`src/rtl/user_io_pkg.sv`:
```
// Shared definitions for the I2C GPIO expander target: FSM states, register
// addresses, reset values and the register read mux.
package user_io_pkg;

  typedef enum logic [3:0] {
    IDLE,
    ADDR,
    ADDR_ACK,
    REG,
    REG_ACK,
    WR_DATA,
    WR_ACK,
    RD_DATA,
    RD_ACK,
    IGNORE
  } i2c_state_e;

  localparam logic [2:0] REG_IN0  = 3'd0;
  localparam logic [2:0] REG_IN1  = 3'd1;
  localparam logic [2:0] REG_OUT0 = 3'd2;
  localparam logic [2:0] REG_OUT1 = 3'd3;
  localparam logic [2:0] REG_POL0 = 3'd4;
  localparam logic [2:0] REG_POL1 = 3'd5;
  localparam logic [2:0] REG_CFG0 = 3'd6;
  localparam logic [2:0] REG_CFG1 = 3'd7;

  localparam logic [15:0] OUT_RST = 16'hFFFF;
  localparam logic [15:0] POL_RST = 16'h0000;
  localparam logic [15:0] CFG_RST = 16'hFFFF;

  // Even pointers select the low byte (port 0), odd pointers the high byte.
  function automatic logic [7:0] reg_read(input logic [2:0]  ptr,
                                          input logic [15:0] pins,
                                          input logic [15:0] out_r,
                                          input logic [15:0] pol_r,
                                          input logic [15:0] cfg_r);
    logic [15:0] word;
    case (ptr[2:1])
      2'd0:    word = pins ^ pol_r;
      2'd1:    word = out_r;
      2'd2:    word = pol_r;
      default: word = cfg_r;
    endcase
    return ptr[0] ? word[15:8] : word[7:0];
  endfunction

endpackage

```
`src/rtl/i2c_line_cond.sv`:
```
// SCL/SDA conditioning: 2-FF synchronizer, 3-sample majority filter and
// detection of SCL edges plus START/STOP on the filtered lines.
module i2c_line_cond #(
  parameter int CLK_RATE_HZ = 16_000_000
) (
  input  logic i_clk,
  input  logic i_reset,
  input  logic i_scl,
  input  logic i_sda,
  output logic sda,
  output logic scl_rise,
  output logic scl_fall,
  output logic start,
  output logic stop
);

  // Filter samples are spaced at least 50 ns apart so a single sample spike is rejected.
  localparam int SAMPLE_DIV = (CLK_RATE_HZ + 19_999_999) / 20_000_000;
  localparam int DIV_W      = $clog2(SAMPLE_DIV + 1);

  logic [DIV_W-1:0] div_cnt;
  logic             sample_en;
  logic             scl_p0, scl_p1, sda_p0, sda_p1;
  logic [2:0]       scl_win, sda_win;
  logic             scl_f, sda_f, scl_prev, sda_prev;

  function automatic logic maj3(input logic [2:0] w);
    return (w[0] & w[1]) | (w[0] & w[2]) | (w[1] & w[2]);
  endfunction

  assign sample_en = (div_cnt == DIV_W'(SAMPLE_DIV - 1));

  always_ff @(posedge i_clk) begin
    if (i_reset) begin
      div_cnt  <= '0;
      scl_p0   <= 1'b1;
      scl_p1   <= 1'b1;
      sda_p0   <= 1'b1;
      sda_p1   <= 1'b1;
      scl_win  <= 3'b111;
      sda_win  <= 3'b111;
      scl_f    <= 1'b1;
      sda_f    <= 1'b1;
      scl_prev <= 1'b1;
      sda_prev <= 1'b1;
    end else begin
      // stage p0/p1: metastability synchronizer
      scl_p0   <= i_scl;
      scl_p1   <= scl_p0;
      sda_p0   <= i_sda;
      sda_p1   <= sda_p0;
      div_cnt  <= sample_en ? '0 : div_cnt + DIV_W'(1);
      if (sample_en) begin
        scl_win <= {scl_win[1:0], scl_p1};
        sda_win <= {sda_win[1:0], sda_p1};
      end
      // filtered level and its previous value for edge detection
      scl_f    <= maj3(scl_win);
      sda_f    <= maj3(sda_win);
      scl_prev <= scl_f;
      sda_prev <= sda_f;
    end
  end

  assign sda      = sda_f;
  assign scl_rise = scl_f & ~scl_prev;
  assign scl_fall = ~scl_f & scl_prev;
  assign start    = scl_f & scl_prev & sda_prev & ~sda_f;
  assign stop     = scl_f & scl_prev & ~sda_prev & sda_f;

endmodule

```
`src/rtl/i2c_expander_target.sv`:
```
// I2C target exposing a 16-bit GPIO expander: input, output, polarity and
// configuration register pairs behind an auto-toggling byte pointer.
module i2c_expander_target
  import user_io_pkg::*;
#(
  parameter logic [6:0] SADR        = 7'b0100_000,
  parameter int         CLK_RATE_HZ = 16_000_000
) (
  input  logic        i_clk,
  input  logic        i_reset,
  input  logic        i_scl,
  input  logic        i_sda,
  output logic        o_sda_t,
  input  logic [15:0] i_pins,
  output logic [15:0] o_pins,
  output logic [15:0] o_oe,
  output logic        o_busy
);

  logic sda, scl_rise, scl_fall, start, stop;

  i2c_line_cond #(
    .CLK_RATE_HZ(CLK_RATE_HZ)
  ) u_line_cond (
    .i_clk   (i_clk),
    .i_reset (i_reset),
    .i_scl   (i_scl),
    .i_sda   (i_sda),
    .sda     (sda),
    .scl_rise(scl_rise),
    .scl_fall(scl_fall),
    .start   (start),
    .stop    (stop)
  );

  i2c_state_e  state_q, state_d;
  logic [3:0]  bit_cnt_q, bit_cnt_d;
  logic [6:0]  shift_q, shift_d;
  logic [7:0]  tx_q, tx_d;
  logic [2:0]  ptr_q, ptr_d;
  logic        rw_q, rw_d;
  logic        ack_ph_q, ack_ph_d;
  logic        sda_t_q, sda_t_d;
  logic        busy_q, busy_d;
  logic [15:0] out_q, out_d, pol_q, pol_d, cfg_q, cfg_d;
  logic [15:0] pins_q, oe_q;
  logic [7:0]  byte_in, rd_byte;
  logic [2:0]  tx_idx;
  logic        last_bit;

  assign byte_in  = {shift_q, sda};
  assign rd_byte  = reg_read(ptr_q, i_pins, out_q, pol_q, cfg_q);
  assign tx_idx   = 3'd7 - bit_cnt_q[2:0];
  assign last_bit = (bit_cnt_q == 4'd7);

  // ack_ph marks that the fall opening the 9th bit slot has been seen, so the
  // next fall closes it.
  always_comb begin
    state_d   = state_q;
    bit_cnt_d = bit_cnt_q;
    shift_d   = shift_q;
    tx_d      = tx_q;
    ptr_d     = ptr_q;
    rw_d      = rw_q;
    ack_ph_d  = ack_ph_q;
    sda_t_d   = sda_t_q;
    busy_d    = busy_q;
    out_d     = out_q;
    pol_d     = pol_q;
    cfg_d     = cfg_q;

    if (start) begin
      state_d   = ADDR;
      bit_cnt_d = '0;
      ack_ph_d  = 1'b0;
      sda_t_d   = 1'b1;
      busy_d    = 1'b1;
    end else if (stop) begin
      state_d  = IDLE;
      ack_ph_d = 1'b0;
      sda_t_d  = 1'b1;
      busy_d   = 1'b0;
    end else begin
      case (state_q)
        ADDR: begin
          if (scl_rise) begin
            shift_d   = byte_in[6:0];
            bit_cnt_d = bit_cnt_q + 4'd1;
            if (last_bit) begin
              rw_d    = sda;
              state_d = (byte_in[7:1] == SADR) ? ADDR_ACK : IGNORE;
            end
          end
        end

        REG: begin
          if (scl_rise) begin
            shift_d   = byte_in[6:0];
            bit_cnt_d = bit_cnt_q + 4'd1;
            if (last_bit) begin
              ptr_d   = byte_in[2:0];
              state_d = REG_ACK;
            end
          end
        end

        WR_DATA: begin
          if (scl_rise) begin
            shift_d   = byte_in[6:0];
            bit_cnt_d = bit_cnt_q + 4'd1;
            if (last_bit) begin
              case (ptr_q)
                REG_IN0, REG_IN1: ;
                REG_OUT0: out_d[7:0]  = byte_in;
                REG_OUT1: out_d[15:8] = byte_in;
                REG_POL0: pol_d[7:0]  = byte_in;
                REG_POL1: pol_d[15:8] = byte_in;
                REG_CFG0: cfg_d[7:0]  = byte_in;
                REG_CFG1: cfg_d[15:8] = byte_in;
              endcase
              ptr_d   = ptr_q ^ 3'b001;
              state_d = WR_ACK;
            end
          end
        end

        ADDR_ACK, REG_ACK, WR_ACK: begin
          if (scl_fall) begin
            if (!ack_ph_q) begin
              sda_t_d  = 1'b0;
              ack_ph_d = 1'b1;
            end else begin
              ack_ph_d  = 1'b0;
              bit_cnt_d = '0;
              sda_t_d   = 1'b1;
              if (state_q == ADDR_ACK && rw_q) begin
                state_d = RD_DATA;
                tx_d    = rd_byte;
                sda_t_d = rd_byte[7];
              end else if (state_q == ADDR_ACK) begin
                state_d = REG;
              end else begin
                state_d = WR_DATA;
              end
            end
          end
        end

        RD_DATA: begin
          if (scl_rise) begin
            bit_cnt_d = bit_cnt_q + 4'd1;
            if (last_bit) begin
              state_d  = RD_ACK;
              ack_ph_d = 1'b0;
            end
          end else if (scl_fall && bit_cnt_q != 4'd0) begin
            sda_t_d = tx_q[tx_idx];
          end
        end

        RD_ACK: begin
          if (scl_fall) begin
            if (!ack_ph_q) begin
              sda_t_d  = 1'b1;
              ack_ph_d = 1'b1;
            end else begin
              // next byte is captured here, at the fall that begins its MSB
              state_d   = RD_DATA;
              tx_d      = rd_byte;
              sda_t_d   = rd_byte[7];
              bit_cnt_d = '0;
              ack_ph_d  = 1'b0;
            end
          end else if (scl_rise && ack_ph_q) begin
            if (sda) begin
              state_d  = IGNORE;
              sda_t_d  = 1'b1;
              ack_ph_d = 1'b0;
            end else begin
              ptr_d = ptr_q ^ 3'b001;
            end
          end
        end

        IGNORE:  sda_t_d = 1'b1;
        default: ;
      endcase
    end
  end

  always_ff @(posedge i_clk) begin
    if (i_reset) begin
      state_q   <= IDLE;
      bit_cnt_q <= '0;
      shift_q   <= '0;
      tx_q      <= '0;
      ptr_q     <= '0;
      rw_q      <= 1'b0;
      ack_ph_q  <= 1'b0;
      sda_t_q   <= 1'b1;
      busy_q    <= 1'b0;
      out_q     <= OUT_RST;
      pol_q     <= POL_RST;
      cfg_q     <= CFG_RST;
      pins_q    <= OUT_RST;
      oe_q      <= ~CFG_RST;
    end else begin
      state_q   <= state_d;
      bit_cnt_q <= bit_cnt_d;
      shift_q   <= shift_d;
      tx_q      <= tx_d;
      ptr_q     <= ptr_d;
      rw_q      <= rw_d;
      ack_ph_q  <= ack_ph_d;
      sda_t_q   <= sda_t_d;
      busy_q    <= busy_d;
      out_q     <= out_d;
      pol_q     <= pol_d;
      cfg_q     <= cfg_d;
      // pin-facing copies lag the register write by one clock
      pins_q    <= out_q;
      oe_q      <= ~cfg_q;
    end
  end

  assign o_sda_t = sda_t_q;
  assign o_busy  = busy_q;
  assign o_pins  = pins_q;
  assign o_oe    = oe_q;

endmodule

```
`config.mk`:
```
export PLATFORM = sky130hd
export DESIGN_NAME = i2c_expander_target
export DESIGN_NICKNAME = d
export VERILOG_FILES = /design/src/rtl/user_io_pkg.sv /design/src/rtl/i2c_line_cond.sv /design/src/rtl/i2c_expander_target.sv
export SDC_FILE = /design/constraint.sdc
export NUM_CORES = 1
export LEC_CHECK = 0
export CAP_MARGIN = 20
export CORE_MARGIN = 3
export CORE_UTILIZATION = 55
export CTS_CLUSTER_SIZE = 24
export DETAILED_ROUTE_END_ITERATION = 10
export GPL_TIMING_DRIVEN = 0
export HOLD_SLACK_MARGIN = 0.02
export MAX_ROUTING_LAYER = met4
export PLACE_DENSITY = 0.78
export SLEW_MARGIN = 20
export SYNTH_ARGS = -nofsm -noshare
export SYNTH_HDL_FRONTEND = slang
export SYNTH_SLANG_ARGS = --single-unit
```
`constraint.sdc`:
```
create_clock -name i_clk -period 4.45 [get_ports i_clk]
set_input_delay 0.445 -clock i_clk [delete_from_list [all_inputs] [get_ports i_clk]]
set_output_delay 0.445 -clock i_clk [all_outputs]
set_load 0.02 [all_outputs]
```
==> results of run 1 <==
## routing by layer
metal,wire [um],vias up,track usage
li1,-,2362,-
met1,6860,2360,0.367
met2,7620,199,0.480
met3,896,30,0.0561
met4,344,0,0.0947
met5,0,-,-
## cell usage after synthesis, drive strengths merged, types with 6 or more instances
cell,number
buf,25
mux2i,21
a211o,31
nor3b,12
dfxtp,125
nor2,50
o21ai,19
a22oi,11
nand3b,6
a31oi,6
nor3,12
mux2,16
a21oi,47
nand2,53
inv,6
o211ai,6
clkbuf,28
a211oi,7
or2,25
nand2b,14
nor2b,37
nand3,11
## how the worst min path moves through the flow
stage                     cells after the start                       endpoint  slack, ps
after floorplan                               1  u_line_cond.scl_p1$_SDFF_PP1_        390
after global placement                        1  u_line_cond.scl_p1$_SDFF_PP1_        390
after detailed placement                      1  u_line_cond.scl_p1$_SDFF_PP1_        400
after CTS                                     1  u_line_cond.scl_p1$_SDFF_PP1_        410
after global routing                          1  u_line_cond.scl_p1$_SDFF_PP1_        420
final                                         1  u_line_cond.scl_p1$_SDFF_PP1_        410
## kinds of logic after synthesis
group / Yosys count / synth area share
simple gates: 244 / 0.243
compound gates: 150 / 0.180
flops: 125 / 0.436
buf+inv: 59 / 0.0481
mux: 40 / 0.0797
xor+xnor: 6 / 0.00915
fa+ha+maj: 2 / 0.00436
other cells: 1 / 0.000653
## metrics by stage
stage / worst slack, ps / instance area (um2) / power (mW) / hold WS, ps
floorplan: 2530 / 5740 / 1.21 / 389
global placement: 2200 / 6430 / 1.24 / 395
detailed placement: 2100 / 6430 / 1.25 / 398
CTS: 2090 / 7040 / 2.66 / 412
global route: 1950 / 7040 / 2.72 / 420
finish: 2030 / 7040 / 2.65 / 409
## worst register-to-register path: stages, from the launching register on
cell and delay (ps):
dfxtp_1 400, buf_4 210, buf_2 290, clkbuf_1 400
nor3b_1 110, a21oi_1 120, o21ai_0 80, o21ai_0 520
a211oi_1 160
## placed cells by master (no fill, tap or decap), drive strengths merged, types with 14 or more instances in the layout
| cell | n |
|---|---|
| dfxtp | 125 |
| nand2 | 53 |
| clkdlybuf4s50 | 52 |
| nor2 | 50 |
| a21oi | 47 |
| clkbuf | 47 |
| nor2b | 37 |
| a211o | 31 |
| or2 | 25 |
| buf | 25 |
| mux2i | 21 |
| o21ai | 19 |
| mux2 | 16 |
| nand2b | 14 |
## state kept, by name, summed over array words and instances, names as in the netlist, 3 cells and up
| register | flops |
|---|---|
| bit_cnt_q | 4 |
| cfg_q | 16 |
| u_line_cond.sda_win | 3 |
| shift_q | 7 |
| out_q | 16 |
| state_q | 4 |
| pol_q | 16 |
| o_oe | 16 |
| tx_q | 8 |
| u_line_cond.scl_win | 3 |
| o_pins | 16 |
| ptr_q | 3 |
## power groups by stage
stage | logic (mW) | clock network, mW | registers, mW
6_report | 0.0908 | 1.43 | 1.13
5_1_grt | 0.0978 | 1.48 | 1.13
4_1_cts | 0.0893 | 1.43 | 1.13
3_5_place_dp | 0.0882 | 0 | 1.16
3_3_place_gp | 0.0859 | 0 | 1.16
2_1_floorplan | 0.0495 | 0 | 1.16
## cell type report
| type | instances | area [um2] |
|---|---|---|
| Tap cell | 133 | 166 |
| Buffer | 53 | 254 |
| Timing Repair Buffer | 52 | 520 |
| Inverter | 6 | 22.5 |
| Clock buffer | 19 | 422 |
| Clock inverter | 13 | 190 |
| Sequential cell | 125 | 2500 |
| Fill cell | 764 | 2910 |
| Multi-Input combinational cell | 443 | 2970 |
==> impl_results.md, run 1 <==
- Post-Place Cells: 812
- Cell taking the most area after synthesis: dfxtp_1
- FF-to-FF End: tx_q[3]$_SDFFE_PP0P_
- H-tree depth: 4
- Worst Path Buf+Inv: 3
- Gpl congestion: 0.963
- Hold_sp: u_line_cond.scl_p0$_SDFF_PP1_
- Tot GR Track Use: 0.293
- R2r setup slk: 2030 ps
- TritonCTS Buffers: 17
- Reg clk slew, reported paths: 60 ps
- Full die area: 11700 um2
- NumNets Final: 720
- Gate Count Post-Synth: 627
- Clock tree from TritonCTS: done
- IO Count: 54
- Main area contributors after synthesis: dfxtp_1 (44%), a211o_1 (4.7%), a21oi_1 (4.1%)
- Sw Share: 0.216
- Async SR Flop Fraction: 0
- Part of the power in combinational logic: 0.034
- Critical path depth in cells: 8
- Share of layout cells above drive strength 1: 0.160
- Vias per Instance: 5.87
- Vias: 4951
- Pin count of the biggest net entering global routing: 17
- Post-synthesis average cell area: 9.16 um2
- Flops & latches, synth: 125
- Clock Path Buffers: 2
- Netlist cell types: 60
- Register area share after synthesis: 0.436
- Synth Warn #: 0
- Critical Path Source Type: flop
- Sink Count: 125
- Core Rows: 36
- Routed WL: 15.7 mm
- Final hold vios: 0
- Slew HR: 0.489
- Status: completed
- Setup TNS: 0 ps
- Reg power frac: 0.428
- Synthesized area: 5740 um2
- Clock Latency Late Sink: 520 ps
- Iteration count of the initial detailed-routing pass: 5
- WL/cell: 18.6 um
- EDFF count, synth: 0
- Syn-to-layout area delta: 22.6%
- Die width: 108 um
- I/O Buffers: 52
- RSZ-0062 raised after global routing: false
- Reg2reg path depth: 8
- Worst setup EP type: flop
- Clk pwr share: 0.538
- CP Cell Sequence: buf_4, buf_2, clkbuf_1, nor3b_1, a21oi_1, o21ai_0, o21ai_0, a211oi_1
- Slew @ Worst Pin: 756 ps
- Post-DP HPWL: 11.4 mm
- Final design utilization: 0.708
- Peak supply drop: 267 uV
- First-pass GRT wire length: 25.6 mm
- CP max stage delay: 520 ps
- Initial Utilization: 0.577
- Prevailing post-synth register cell: dfxtp_1
- Max-slew violation count: 0
- Post-Synthesis Net Count: 649
- DRC violations left: 0
- Endpoints failing setup: 0
- Clock root buffer: clkbuf_8
- Hold crit path type: reg -> reg
- Crit path time final: 2420 ps
- LEAKAGE: 2.42 nW
- Ant. Diodes: 0
- Period utilization: 0.544
- Chip height: 108 um
- Most used cell, CP: o21ai_0
- Initial antenna violation count: 0
- Slowest stage cell, crit path: o21ai_0
- Max-cap check violation count: 0
- Number of hold buffers added after CTS: 0
- WS Path Type: reg -> reg
- WP data required: 4830 ps
- NetSw: 573 uW
- PwrDens: 376 nW/um2
- Fmax: 413 MHz
- Post_cts resized: 0
- Final setup skew: 6.43 ps
- Final Non-Filler Cells: 844
- Post-CTS Repair Setup Buffers: 0
- Initial DRC Count: 500
- Critical path endpoint: tx_q[3]$_SDFFE_PP0P_
- Vias in the first global route: 4846
- Top-area cell type share of the netlist area: 0.436
- Pint: 2.08 mW
- Global route total overflow: 0
- CORE AREA: 9950 um2
- Arrival time at the worst endpoint: 2800 ps
- Critical path launch point: ptr_q[1]$_SDFFE_PP0P_
- CP delay by family, top: buffers and inverters
- Critical Path Fanout Max: 10
- ANT nets after route: 0
- Crit Reg-Reg Startpoint: ptr_q[1]$_SDFFE_PP0P_
(Power assumes the default switching activity.)
==> run 2, diff against run 1 <==
Clock period 4.45 ns to 2.4 ns, I/O delays scaled along.
==> impl_results.md, run 2 (synthesis gave the netlist of run 1 again) <==
- Peak supply drop: 494 uV (+85%)
- Pin count of the biggest net entering global routing: 17 (unchanged)
- WS Path Type: reg -> reg
- Final setup skew: 8.84 ps (+2.41 ps)
- Crit path time final: 2240 ps (-176 ps)
- Initial antenna violation count: 0 (unchanged)
- LEAKAGE: 2.44 nW (+1.1%)
- DRC violations left: 0 (unchanged)
- Clock Latency Late Sink: 530 ps (about the same)
- Clock tree from TritonCTS: done
- Critical path endpoint: out_q[14]$_SDFFE_PP1P_
- Final hold vios: 0 (unchanged)
- WL/cell: 18.7 um (+0.24%)
- I/O Buffers: 52 (unchanged)
- Slowest stage cell, crit path: dfxtp_1
- Routed met2 length: 7.55 mm (-0.83%)
- Endpoints failing setup: 0 (unchanged)
- Global route total overflow: 0 (unchanged)
- PwrDens: 695 nW/um2 (+85%)
- FF-to-FF End: out_q[14]$_SDFFE_PP1P_
- TritonCTS Buffers: 17 (unchanged)
- Routed met3 length: 1.19 mm (+33%)
- Slew @ Worst Pin: 750 ps (-5.75 ps)
- Fill count: 759 (-0.65%)
- Die width: 108 um (unchanged)
- Crit Reg-Reg Startpoint: bit_cnt_q[1]$_SDFFE_PP0P_
- ANT nets after route: 0 (unchanged)
- Critical path launch point: bit_cnt_q[1]$_SDFFE_PP0P_
- Arrival time at the worst endpoint: 2660 ps (-140 ps)
- Routed WL: 15.8 mm (+0.72%)
- Share of layout cells above drive strength 1: 0.168 (+0.00749)
- Syn-to-layout area delta: 23.3%
- WP data required: 2810 ps (-2020 ps)
- Reg clk slew, reported paths: 60 ps (about the same)
- Core Rows: 36 (unchanged)
- Setup TNS: 0 ps (unchanged)
- Tot GR Track Use: 0.293 (about the same)
- Full die area: 11700 um2 (unchanged)
- Vias: 4987 (+0.73%)
- Ant. Diodes: 0 (unchanged)
- Max-cap check violation count: 0 (unchanged)
- Gpl congestion: 0.963 (unchanged)
- Critical Path Source Type: flop
- DRT met1 WL: 6.74 mm (-1.6%)
- Status: completed
- CP max stage delay: 430 ps (-90 ps)
- IO Count: 54 (unchanged)
- Clock root buffer: clkbuf_8
- Clock Path Buffers: 2 (unchanged)
- Post-DP HPWL: 11.4 mm (unchanged)
- Final Non-Filler Cells: 848 (+0.47%)
- Critical Path Fanout Max: 10 (unchanged)
- Hold Worst Slack: 276 ps (-134 ps)
- Most common cell after layout, fill and taps aside: dfxtp_1
- Initial DRC Count: 465 (-7.0%)
- Vias in the first global route: 4840 (-0.12%)
- Worst setup EP type: flop
- Iteration count of the initial detailed-routing pass: 5 (unchanged)
- H-tree depth: 4 (unchanged)
- CP Cell Sequence: ha_1, and3b_1, buf_2, nand4_4, nor3b_4, buf_6, nor2b_1, a211o_1
- Top layer in use: met4
- Chip height: 108 um (unchanged)
- RSZ-0062 raised after global routing: false
- Initial Utilization: 0.577 (unchanged)
- Vias per Instance: 5.88 (+0.25%)
- Post-Place Cells: 812 (unchanged)
- Period utilization: 0.935 (+0.391)
- Most frequent cells in the layout: dfxtp_1 (124), nand2_1 (52), clkdlybuf4s50_1 (52)
- Max-slew violation count: 0 (unchanged)
- NumNets Final: 724 (+0.56%)
- Slew HR: 0.493 (+0.00389)
- Total Power: 4.92 mW (+86%)
- Hold crit path type: in -> reg
- Fmax: 446 MHz (+7.9%)
- CORE AREA: 9950 um2 (unchanged)
- R2r setup slk: 160 ps (-1870 ps)
- Sink Count: 125 (unchanged)
- First-pass GRT wire length: 25.6 mm (about the same)
- Reg2reg path depth: 8 (unchanged)
## run 2: worst min path at each step
stage                                              from                             to  depth (start not counted)
after floorplan                                   i_scl  u_line_cond.scl_p0$_SDFF_PP1_                          1
after global placement    u_line_cond.scl_p0$_SDFF_PP1_  u_line_cond.scl_p1$_SDFF_PP1_                          1
after detailed placement  u_line_cond.scl_p0$_SDFF_PP1_  u_line_cond.scl_p1$_SDFF_PP1_                          1
after CTS                                         i_scl  u_line_cond.scl_p0$_SDFF_PP1_                          2
after global routing                              i_scl  u_line_cond.scl_p0$_SDFF_PP1_                          2
final                                             i_scl  u_line_cond.scl_p0$_SDFF_PP1_                          2
## run 2: final cells by class
| class | count | area (um2) | share of cell area |
|---|---|---|---|
| multi-input combinational | 443 | 2970 | 0.419 |
| sequential | 125 | 2500 | 0.353 |
| clock buffer | 19 | 422 | 0.0595 |
| timing repair buffer | 56 | 551 | 0.0777 |
| tap | 133 | 166 | 0.0235 |
| buffer | 53 | 258 | 0.0364 |
| clock inverter | 13 | 190 | 0.0269 |
| inverter | 6 | 22.5 | 0.00318 |
## run 2: repair_timing
action,in CTS,in global routing
gates resized for setup,0,7
hold buffers,0,0
endpoints found under the hold margin,0,0
setup buffers,0,4
endpoints found under the setup margin,0,11
## run 2: where the power goes
part	switching [mW]	internal [mW]	leakage (nW)
Sequential	0.0120	2.09	1.01
Clock	0.962	1.69	0.285
Combinational	0.0966	0.0719	1.15
## run 2: per-stage QoR
step	instance area [um2]	util	worst slack (ps)
2_1_floorplan	5740	-	477
3_3_place_gp	6430	0.646	147
3_5_place_dp	6430	0.646	52.8
4_1_cts	7040	0.708	44.3
5_1_grt	7080	0.712	13.9
6_report	7080	0.712	156
## run 2: critical path: cells and delay by family, from the launching register on
| family | cells | cell delay, ps |
|---|---|---|
| adder cells (fa/ha/maj) | 1 | 200 |
| buffers and inverters | 2 | 420 |
| AND/OR/NAND/NOR | 4 | 820 |
| AO/OA/AOI/OAI | 1 | 250 |
| flip-flops | 1 | 430 |
## run 2: per-layer routing
metal	track usage	up-vias
li1	-	2369
met1	0.367	2357
met2	0.480	234
met3	0.0561	27
met4	0.0947	0
met5	-	-
